==> config.mk <==
export PLATFORM = sky130hd
export DESIGN_NAME = det_event_reporter
export DESIGN_NICKNAME = d
export VERILOG_FILES = /design/src/rtl/det_event_reporter.sv
export SDC_FILE = /design/constraint.sdc
export NUM_CORES = 1
export LEC_CHECK = 0
export ABC_CLOCK_PERIOD_IN_PS = 2400
export BUFFER_PORTS_ARGS = -buffer_cell sky130_fd_sc_hd__buf_2
export CORE_MARGIN = 3
export CORE_UTILIZATION = 51
export DETAILED_ROUTE_END_ITERATION = 10
export PLACE_DENSITY = 0.83
export SKIP_CTS_REPAIR_TIMING = 1
export SYNTH_ARGS = -nofsm -noshare
export SYNTH_HDL_FRONTEND = slang
export SYNTH_SLANG_ARGS = --single-unit
==> constraint.sdc <==
create_clock -name clk -period 2.4 [get_ports clk]
set_clock_uncertainty 0.05 [all_clocks]
set_input_delay 0 -clock clk [delete_from_list [all_inputs] [get_ports clk]]
set_output_delay 0 -clock clk [all_outputs]
set_load 0.01 [all_outputs]
==> src/rtl/det_event_reporter.sv <==
// det_event_reporter
//
// Counts the one-cycle match pulses from the serial sequence detector over a
// programmable window of clock cycles. At the end of each window the count is
// presented on a valid/ready report interface. While en stays high, windows
// run back-to-back with no gap cycle between them.
//
// Ports:
//   clk        system clock; all state updates on the rising edge
//   rst        asynchronous active-low reset
//   en         enables window counting; windows repeat while high
//   win_len    window length in cycles, sampled only at window start
//   y_in       match pulse; one count per high cycle inside a window
//   cnt_out    count of the last completed window (registered, saturating)
//   cnt_valid  cnt_out holds a report not yet accepted
//   cnt_ready  consumer accepts the report when cnt_valid && cnt_ready
//   lost       sticky flag: a report was overwritten before it was accepted
//   lost_clr   synchronous clear of lost (a coincident set wins)
//   busy       high while a window is in progress
module det_event_reporter #(
  parameter int CNT_W = 8,
  parameter int WIN_W = 16
) (
  input  logic             clk,
  input  logic             rst,
  input  logic             en,
  input  logic [WIN_W-1:0] win_len,
  input  logic             y_in,
  output logic [CNT_W-1:0] cnt_out,
  output logic             cnt_valid,
  input  logic             cnt_ready,
  output logic             lost,
  input  logic             lost_clr,
  output logic             busy
);

  typedef enum logic {
    IDLE  = 1'b0,
    COUNT = 1'b1
  } state_t;

  localparam logic [CNT_W-1:0] CNT_MAX = {CNT_W{1'b1}};
  localparam logic [CNT_W-1:0] CNT_ONE = {{(CNT_W-1){1'b0}}, 1'b1};
  localparam logic [WIN_W-1:0] WIN_ONE = {{(WIN_W-1){1'b0}}, 1'b1};

  state_t           state_q, state_d;
  logic [WIN_W-1:0] timer_q, timer_d;
  logic [CNT_W-1:0] acc_q, acc_d;
  logic [CNT_W-1:0] cnt_out_q, cnt_out_d;
  logic             cnt_valid_q, cnt_valid_d;
  logic             lost_q, lost_d;

  logic [CNT_W-1:0] acc_sat;     // acc_q plus this cycle's pulse, clamped
  logic             final_vld;   // a window ends on this edge
  logic             accept;
  logic             start_ok;    // a new window may begin on this edge

  // Saturating increment: once the accumulator is all-ones it stays there.
  assign acc_sat  = (y_in && (acc_q != CNT_MAX)) ? (acc_q + CNT_ONE) : acc_q;
  assign start_ok = en && (win_len != '0);
  assign accept   = cnt_valid_q && cnt_ready;

  // Window FSM: next state, timer and accumulator.
  always_comb begin
    state_d   = state_q;
    timer_d   = timer_q;
    acc_d     = acc_q;
    final_vld = 1'b0;

    unique case (state_q)
      IDLE: begin
        // y_in is ignored here, including on the start cycle.
        if (start_ok) begin
          timer_d = win_len - WIN_ONE;
          acc_d   = '0;
          state_d = COUNT;
        end
      end

      COUNT: begin
        if (!en) begin
          // Abort: the partial count is discarded and no report is made.
          state_d = IDLE;
          acc_d   = '0;
          timer_d = '0;
        end else if (timer_q != '0) begin
          timer_d = timer_q - WIN_ONE;
          acc_d   = acc_sat;
        end else begin
          // Last window cycle: acc_sat is the final count for this window.
          final_vld = 1'b1;
          if (start_ok) begin
            // Reload immediately so the next window has no gap cycle.
            timer_d = win_len - WIN_ONE;
            acc_d   = '0;
          end else begin
            state_d = IDLE;
            acc_d   = '0;
          end
        end
      end

      default: begin
        state_d = IDLE;
      end
    endcase
  end

  // Report stage: a new final always loads; an unaccepted old report is lost.
  always_comb begin
    cnt_out_d   = cnt_out_q;
    cnt_valid_d = cnt_valid_q;
    lost_d      = lost_q;

    if (final_vld) begin
      cnt_out_d   = acc_sat;
      cnt_valid_d = 1'b1;
    end else if (accept) begin
      cnt_valid_d = 1'b0;
    end

    // Setting has priority over a coincident lost_clr.
    if (final_vld && cnt_valid_q && !accept) begin
      lost_d = 1'b1;
    end else if (lost_clr) begin
      lost_d = 1'b0;
    end
  end

  always_ff @(posedge clk or negedge rst) begin
    if (!rst) begin
      state_q     <= IDLE;
      timer_q     <= '0;
      acc_q       <= '0;
      cnt_out_q   <= '0;
      cnt_valid_q <= 1'b0;
      lost_q      <= 1'b0;
    end else begin
      state_q     <= state_d;
      timer_q     <= timer_d;
      acc_q       <= acc_d;
      cnt_out_q   <= cnt_out_d;
      cnt_valid_q <= cnt_valid_d;
      lost_q      <= lost_d;
    end
  end

  assign cnt_out   = cnt_out_q;
  assign cnt_valid = cnt_valid_q;
  assign lost      = lost_q;
  assign busy      = (state_q == COUNT);

endmodule

==> results of run 1 <==
how the worst min path moves through the flow:
stage | from | endpoint | slack (ps)
after floorplan | rst | acc_q[0]$_DFFE_PN0P_ | -350
after global placement | rst | cnt_out[4]$_DFFE_PN0P_ | 70
after detailed placement | rst | lost$_DFFE_PN0P_ | 70
after CTS | rst | cnt_out[4]$_DFFE_PN0P_ | -250
after global routing | win_len[14] | timer_q[14]$_DFF_PN0_ | 60
final | win_len[7] | timer_q[7]$_DFF_PN0_ | 50
logic make-up (layout without fill, tap and decap cells):
kind of cell / count (synthesis) / in the layout
flip-flops: 35 / 35
AND/OR/NAND/NOR: 110 / 110
XOR/XNOR: 22 / 22
multiplexers: 5 / 5
AO/OA/AOI/OAI: 75 / 75
buffers and inverters: 24 / 60
adder cells (fa/ha/maj): 5 / 5
flip-flops by register name (all words and copies together), names as in the netlist:
register / cells
timer_q: 16
acc_q: 8
cnt_out: 8
busy: 1
cnt_valid: 1
lost: 1
placed cells by master (no fill, tap or decap), types with 6 or more instances in the layout:
cell type  synthesis  layout
dfrtp_1           35      35
xnor2_1           13      13
inv_1             11      11
nor3_1             9       9
buf_4              1       7
nand2_1           25      25
nor4_1             6       6
a21oi_1           15      15
nor2_1            17      17
nor3b_1            8       8
nand3_1            7       7
o21ai_0           18      18
xor2_1             9       9
buf_2              3      32
nand4_1           10      10
o22ai_1           12      12
power by group through the flow:
stage / Combinational, mW / Sequential, mW / Clock (mW)
after floorplan: 0.523 / 0.771 / 0
after global placement: 0.666 / 0.796 / 0
after detailed placement: 0.688 / 0.796 / 0
after CTS: 0.693 / 0.787 / 0.534
after global routing: 0.780 / 0.804 / 0.560
final: 0.709 / 0.792 / 0.523
per-layer routing:
layer,part of all wire,routed length (um)
met1,0.44,2600
met2,0.46,2720
met3,0.076,450
met4,0.023,138
met5,0,0
tightest hold or removal path, stage by stage:
cell and delay, ps:
buf_2 120, xnor2_1 80, nor2_1 80, o32ai_1 70
per-stage QoR:
| stage | cell area [um2] | worst slack [ps] | total power [mW] | std cells |
|---|---|---|---|---|
| finish | 2800 | 185 | 2.02 | 364 |
| global route | 2800 | 47.6 | 2.14 | 364 |
| CTS | 2770 | 222 | 2.01 | 361 |
| detailed placement | 2660 | 251 | 1.48 | 354 |
| global placement | 2660 | 302 | 1.46 | 354 |
| floorplan | 2470 | 252 | 1.29 | 276 |
cell type report:
| class | instances | area [um2] | area share |
|---|---|---|---|
| clock buffers | 5 | 68.8 | 0.0246 |
| clock inverters | 2 | 37.5 | 0.0134 |
| inverters | 11 | 41.3 | 0.0147 |
| multi-input cells | 217 | 1470 | 0.525 |
| flip-flops and latches | 35 | 876 | 0.313 |
| well taps | 52 | 65.1 | 0.0232 |
| repair buffers | 42 | 243 | 0.0867 |
==> run summary, run 1 <==
Post-Syn Instances -> 276
Slowest-stage cell, CP -> nor4_2
I/O pin total -> 33
Final min period -> 2220 ps
sequential cell area fraction in the yosys report -> 0.355
clk root buf -> clkbuf_8
DRT antenna net count -> 0
post-synth top area cell -> dfrtp_1
RePlAce Congestion -> 0.954
drt initial violations -> 239
Worst path max stage delay -> 510 ps
switching share of power -> 0.369
GR peak layer -> met2
max cap viols -> 0
Final Max Tran Viols -> 0
main area contributors after synthesis -> dfrtp_1 35%, xnor2_1 4.6%, nand2_1 3.8%
Comb pwr share -> 0.350
delay-heaviest family, CP -> simple AND/OR/NAND/NOR gates
Die X -> 75.6 um
Syn Nets -> 303
period utilization -> 0.923
Synth Area in Adders -> 0.0253
XOR/XNOR Fraction of Synth Area -> 0.0781
number of synthesized flops with an enable pin -> 0
cts bufs inserted -> 5
Slew Limit Headroom -> 0.493
RR Endpoint -> timer_q[8]$_DFF_PN0_
Reg2Reg Setup Slack -> 180 ps
CP Max Fanout -> 21
Setup violations, final -> 0
critical path arrival -> 2340 ps
die area -> 5710 um2
startpoint types -> flop
ys async rst share -> 1.00
number of core rows -> 24
routed vias/inst -> 6.38
stages on the worst setup path -> 6
CTS tree -> done
drt drc -> 0
smallest hold slack -> 45.3 ps
initial antenna violation count -> 0
setup TNS -> 0 ps
Synth Flop Type -> dfrtp_1
final hold vios -> 0
number of synthesized register bits -> 35
Pint -> 1.28 mW
routed wire length -> 5.90 mm
GR Util met2 -> 0.349
HP Class -> input port to flop
fill count -> 390
Reg2Reg Depth -> 6
Compound-Gate Fraction of Synth Area -> 0.202
gr ovfl total -> 0
Port Buf Inserts -> 32
Simple-Gate Fraction of Synth Area -> 0.269
HPWL Detailed -> 4.31 mm
via count -> 2322
Initial Utilization -> 0.548
DR pass1 iterations -> 5
share of post-route cells with drive strength above 1 -> 0.179
sequential power share -> 0.391
Core Footprint -> 4500 um2
achievable clock frequency -> 451 MHz
htree depth -> 2
VDD IR-drop max -> 0.311 mV
clk_lat worst skew -> 290 ps
unrepaired setup endpoints after global routing -> no
clock power share -> 0.258
Ant. Diodes -> 0
total global-route track usage -> 0.227
clock sink count -> 35
largest family of logic cells by synthesized area -> simple AND/OR/NAND/NOR gates
clock slew at reported path FFs -> 70 ps
vias in the first global route -> 2105
Clock Path Buffers -> 2
WL/cell -> 16.2 um
required time of the critical path -> 2530 ps
RR Startpoint -> timer_q[14]$_DFF_PN0_
final net count -> 339
final core utilization -> 0.622
Critical Path End Type -> flop
CP Cell Sequence -> nor4_2, nand2_1, o21ai_1, buf_4, o22ai_1, a221o_1
die height -> 75.6 um
Syn Std Cell Area -> 2470 um2
Worst Setup SP -> timer_q[14]$_DFF_PN0_
Synth cell types -> 56
Commonest cells post-synth -> 35 x dfrtp_1, 25 x nand2_1, 18 x o21ai_0
net switching power -> 747 uW
status -> finished clean
worst path bufs/invs -> 1
M3 GR Usage -> 0.0409
first-pass GRT wire length -> 10.0 mm
routing usage on met1 -> 0.316
average size of a mapped cell -> 8.94 um2
Setup CP Type -> flop to flop
hold depth -> 4
number of synthesis warnings -> 0
PwrDens -> 723 nW/um2
worst slew pin tran -> 760 ps
most common cell in the synthesized netlist -> dfrtp_1
synth-to-layout area growth -> 13.4%
post-synthesis mux area share -> 0.0208
Setup crit end -> timer_q[8]$_DFF_PN0_
Leakage -> 1.24 nW
largest net degree at the start of global routing -> 36
post-synth top area share -> 0.355
No activity file was read; power rests on OpenSTA's default activity.
==> run 2, diff against run 1 <==
--- a/config.mk
+++ b/config.mk
@@ -8,9 +8,9 @@
 export ABC_CLOCK_PERIOD_IN_PS = 2400
 export BUFFER_PORTS_ARGS = -buffer_cell sky130_fd_sc_hd__buf_2
 export CORE_MARGIN = 3
-export CORE_UTILIZATION = 51
+export CORE_UTILIZATION = 54
 export DETAILED_ROUTE_END_ITERATION = 10
-export PLACE_DENSITY = 0.83
+export PLACE_DENSITY = 0.86
 export SKIP_CTS_REPAIR_TIMING = 1
 export SYNTH_ARGS = -nofsm -noshare
 export SYNTH_HDL_FRONTEND = slang
==> run summary, run 2 (synthesis gave the netlist of run 1 again) <==
initial antenna violation count -> 0 (unchanged)
Critical Path End Type -> flop
placed cell areas -> 2650 um2 (-0.38%)
Slowest-stage cell, CP -> dfrtp_1
clk_lat worst skew -> 290 ps (about the same)
Setup CP Type -> flop to flop
routed wire length -> 5.88 mm (-0.36%)
clk root buf -> clkbuf_8
via count -> 2274 (-2.1%)
unrepaired setup endpoints after global routing -> no
worst slew pin tran -> 781 ps (+21.3 ps)
RePlAce Congestion -> 0.952 (-0.21%)
multi-input logic area -> 1470 um2 (unchanged)
critical path arrival -> 2350 ps (about the same)
smallest hold slack -> 51.1 ps (+5.81 ps)
VDD IR-drop max -> 0.316 mV (+1.6%)
Slew Limit Headroom -> 0.479 (-0.0142)
Final min period -> 2230 ps (+17.6 ps)
fill count -> 345 (-12%)
CP Max Fanout -> 11 (-48%)
share of post-route cells with drive strength above 1 -> 0.177 (-0.00264)
number of core rows -> 23 (-4.2%)
most frequent cells in the layout -> 35 x dfrtp_1, 32 x buf_2, 25 x nand2_1
die height -> 73.6 um (-2.6%)
CP Cell Sequence -> inv_1, ha_1, nor3b_1, and4_1, a21boi_1, buf_4, nor3_1, a2111o_1
htree depth -> 2 (unchanged)
startpoint types -> flop
drt initial violations -> 219 (-8.4%)
Reg2Reg Setup Slack -> 170 ps (-20 ps)
DRT antenna net count -> 0 (unchanged)
setup TNS -> 0 ps (unchanged)
Worst path max stage delay -> 410 ps (-100 ps)
HP Class -> input port to flop
largest net degree at the start of global routing -> 36 (unchanged)
final core utilization -> 0.664 (+0.0424)
first-pass GRT wire length -> 9.83 mm (-1.7%)
Leakage -> 1.24 nW (-0.48%)
Setup violations, final -> 0 (unchanged)
final hold vios -> 0 (unchanged)
Core Footprint -> 4200 um2 (-6.7%)
achievable clock frequency -> 448 MHz (-0.79%)
synth-to-layout area growth -> 13.0%
DR pass1 iterations -> 4 (-1)
clock slew at reported path FFs -> 80 ps (about the same)
period utilization -> 0.930 (+0.00735)
PwrDens -> 719 nW/um2 (-0.49%)
commonest non-fill, non-tap cell in the layout -> dfrtp_1
routed vias/inst -> 6.30 (-1.3%)
max reg flops -> 16 (unchanged)
final net count -> 338 (-0.29%)
Top reg by flops -> timer_q
CTS tree -> done
max cap viols -> 0 (unchanged)
post-route design area -> 2790 um2 (-0.36%)
Post-Layout Cell Count -> 361 (-0.82%)
Die X -> 73.6 um (-2.6%)
cts bufs inserted -> 5 (unchanged)
total global-route track usage -> 0.233 (+0.00539)
Initial Utilization -> 0.588 (+0.0395)
HPWL Detailed -> 4.22 mm (-2.0%)
I/O pin total -> 33 (unchanged)
vias in the first global route -> 2170 (+3.1%)
Final Max Tran Viols -> 0 (unchanged)
Reg area -> 876 um2 (unchanged)
WL/cell -> 16.3 um (+0.47%)
Clock Path Buffers -> 2 (unchanged)
status -> finished clean
gr ovfl total -> 0 (unchanged)
Port Buf Inserts -> 32 (unchanged)
placed cell count -> 351 (-0.85%)
Ant. Diodes -> 0 (unchanged)
required time of the critical path -> 2520 ps (about the same)
drt drc -> 0 (unchanged)
clock sink count -> 35 (unchanged)
die area -> 5420 um2 (-5.1%)
==> run 2: layer usage <==
| metal | global-route usage | part of all wire |
|---|---|---|
| met1 | 0.298 | 0.43 |
| met2 | 0.376 | 0.49 |
| met3 | 0.0575 | 0.077 |
| met4 | 0.0926 | 0.0085 |
| met5 | 0 | 0 |
==> run 2: worst paths after layout <==
kind                                         from                endpoint  cells past startpoint
hold reg to reg            cnt_out[6]$_DFFE_PN0P_  cnt_out[6]$_DFFE_PN0P_                      2
hold / removal                        win_len[14]   timer_q[14]$_DFF_PN0_                      3
min in group asynchronous                     rst  cnt_out[4]$_DFFE_PN0P_                      2
setup / recovery             timer_q[0]$_DFF_PN0_    timer_q[9]$_DFF_PN0_                      8
setup reg to reg             timer_q[0]$_DFF_PN0_    timer_q[9]$_DFF_PN0_                      8
max in group asynchronous                     rst   timer_q[13]$_DFF_PN0_                      2
==> run 2: area by class of cell <==
type,instances,share of cell area
Inverter,11,0.0148
Timing Repair Buffer,41,0.0843
Sequential cell,35,0.314
Tap cell,50,0.0224
Multi-Input combinational cell,217,0.526
Clock buffer,5,0.0247
Clock inverter,2,0.0135
==> run 2: worst max-delay path: cells and delay by family, from the launching register on <==
| family | cells | cell delay (ps) |
|---|---|---|
| buffers and inverters | 2 | 320 |
| AO/OA/AOI/OAI | 2 | 600 |
| flip-flops | 1 | 410 |
| AND/OR/NAND/NOR | 3 | 460 |
| adder cells (fa/ha/maj) | 1 | 270 |
==> run 2: where the power goes <==
group	leakage, nW	total [mW]	switching, mW	internal (mW)
sequential	0.469	0.796	0.124	0.672
clock	0.0502	0.520	0.216	0.304
combinational	0.719	0.691	0.394	0.298
total	1.24	2.01	0.733	1.27
==> run 2: metrics by stage <==
stage | setup WS (ps) | power [mW]
2_1_floorplan | 252 | 1.29
3_3_place_gp | 338 | 1.47
3_5_place_dp | 232 | 1.48
4_1_cts | 190 | 2.00
5_1_grt | 41.8 | 2.13
6_report | 167 | 2.01
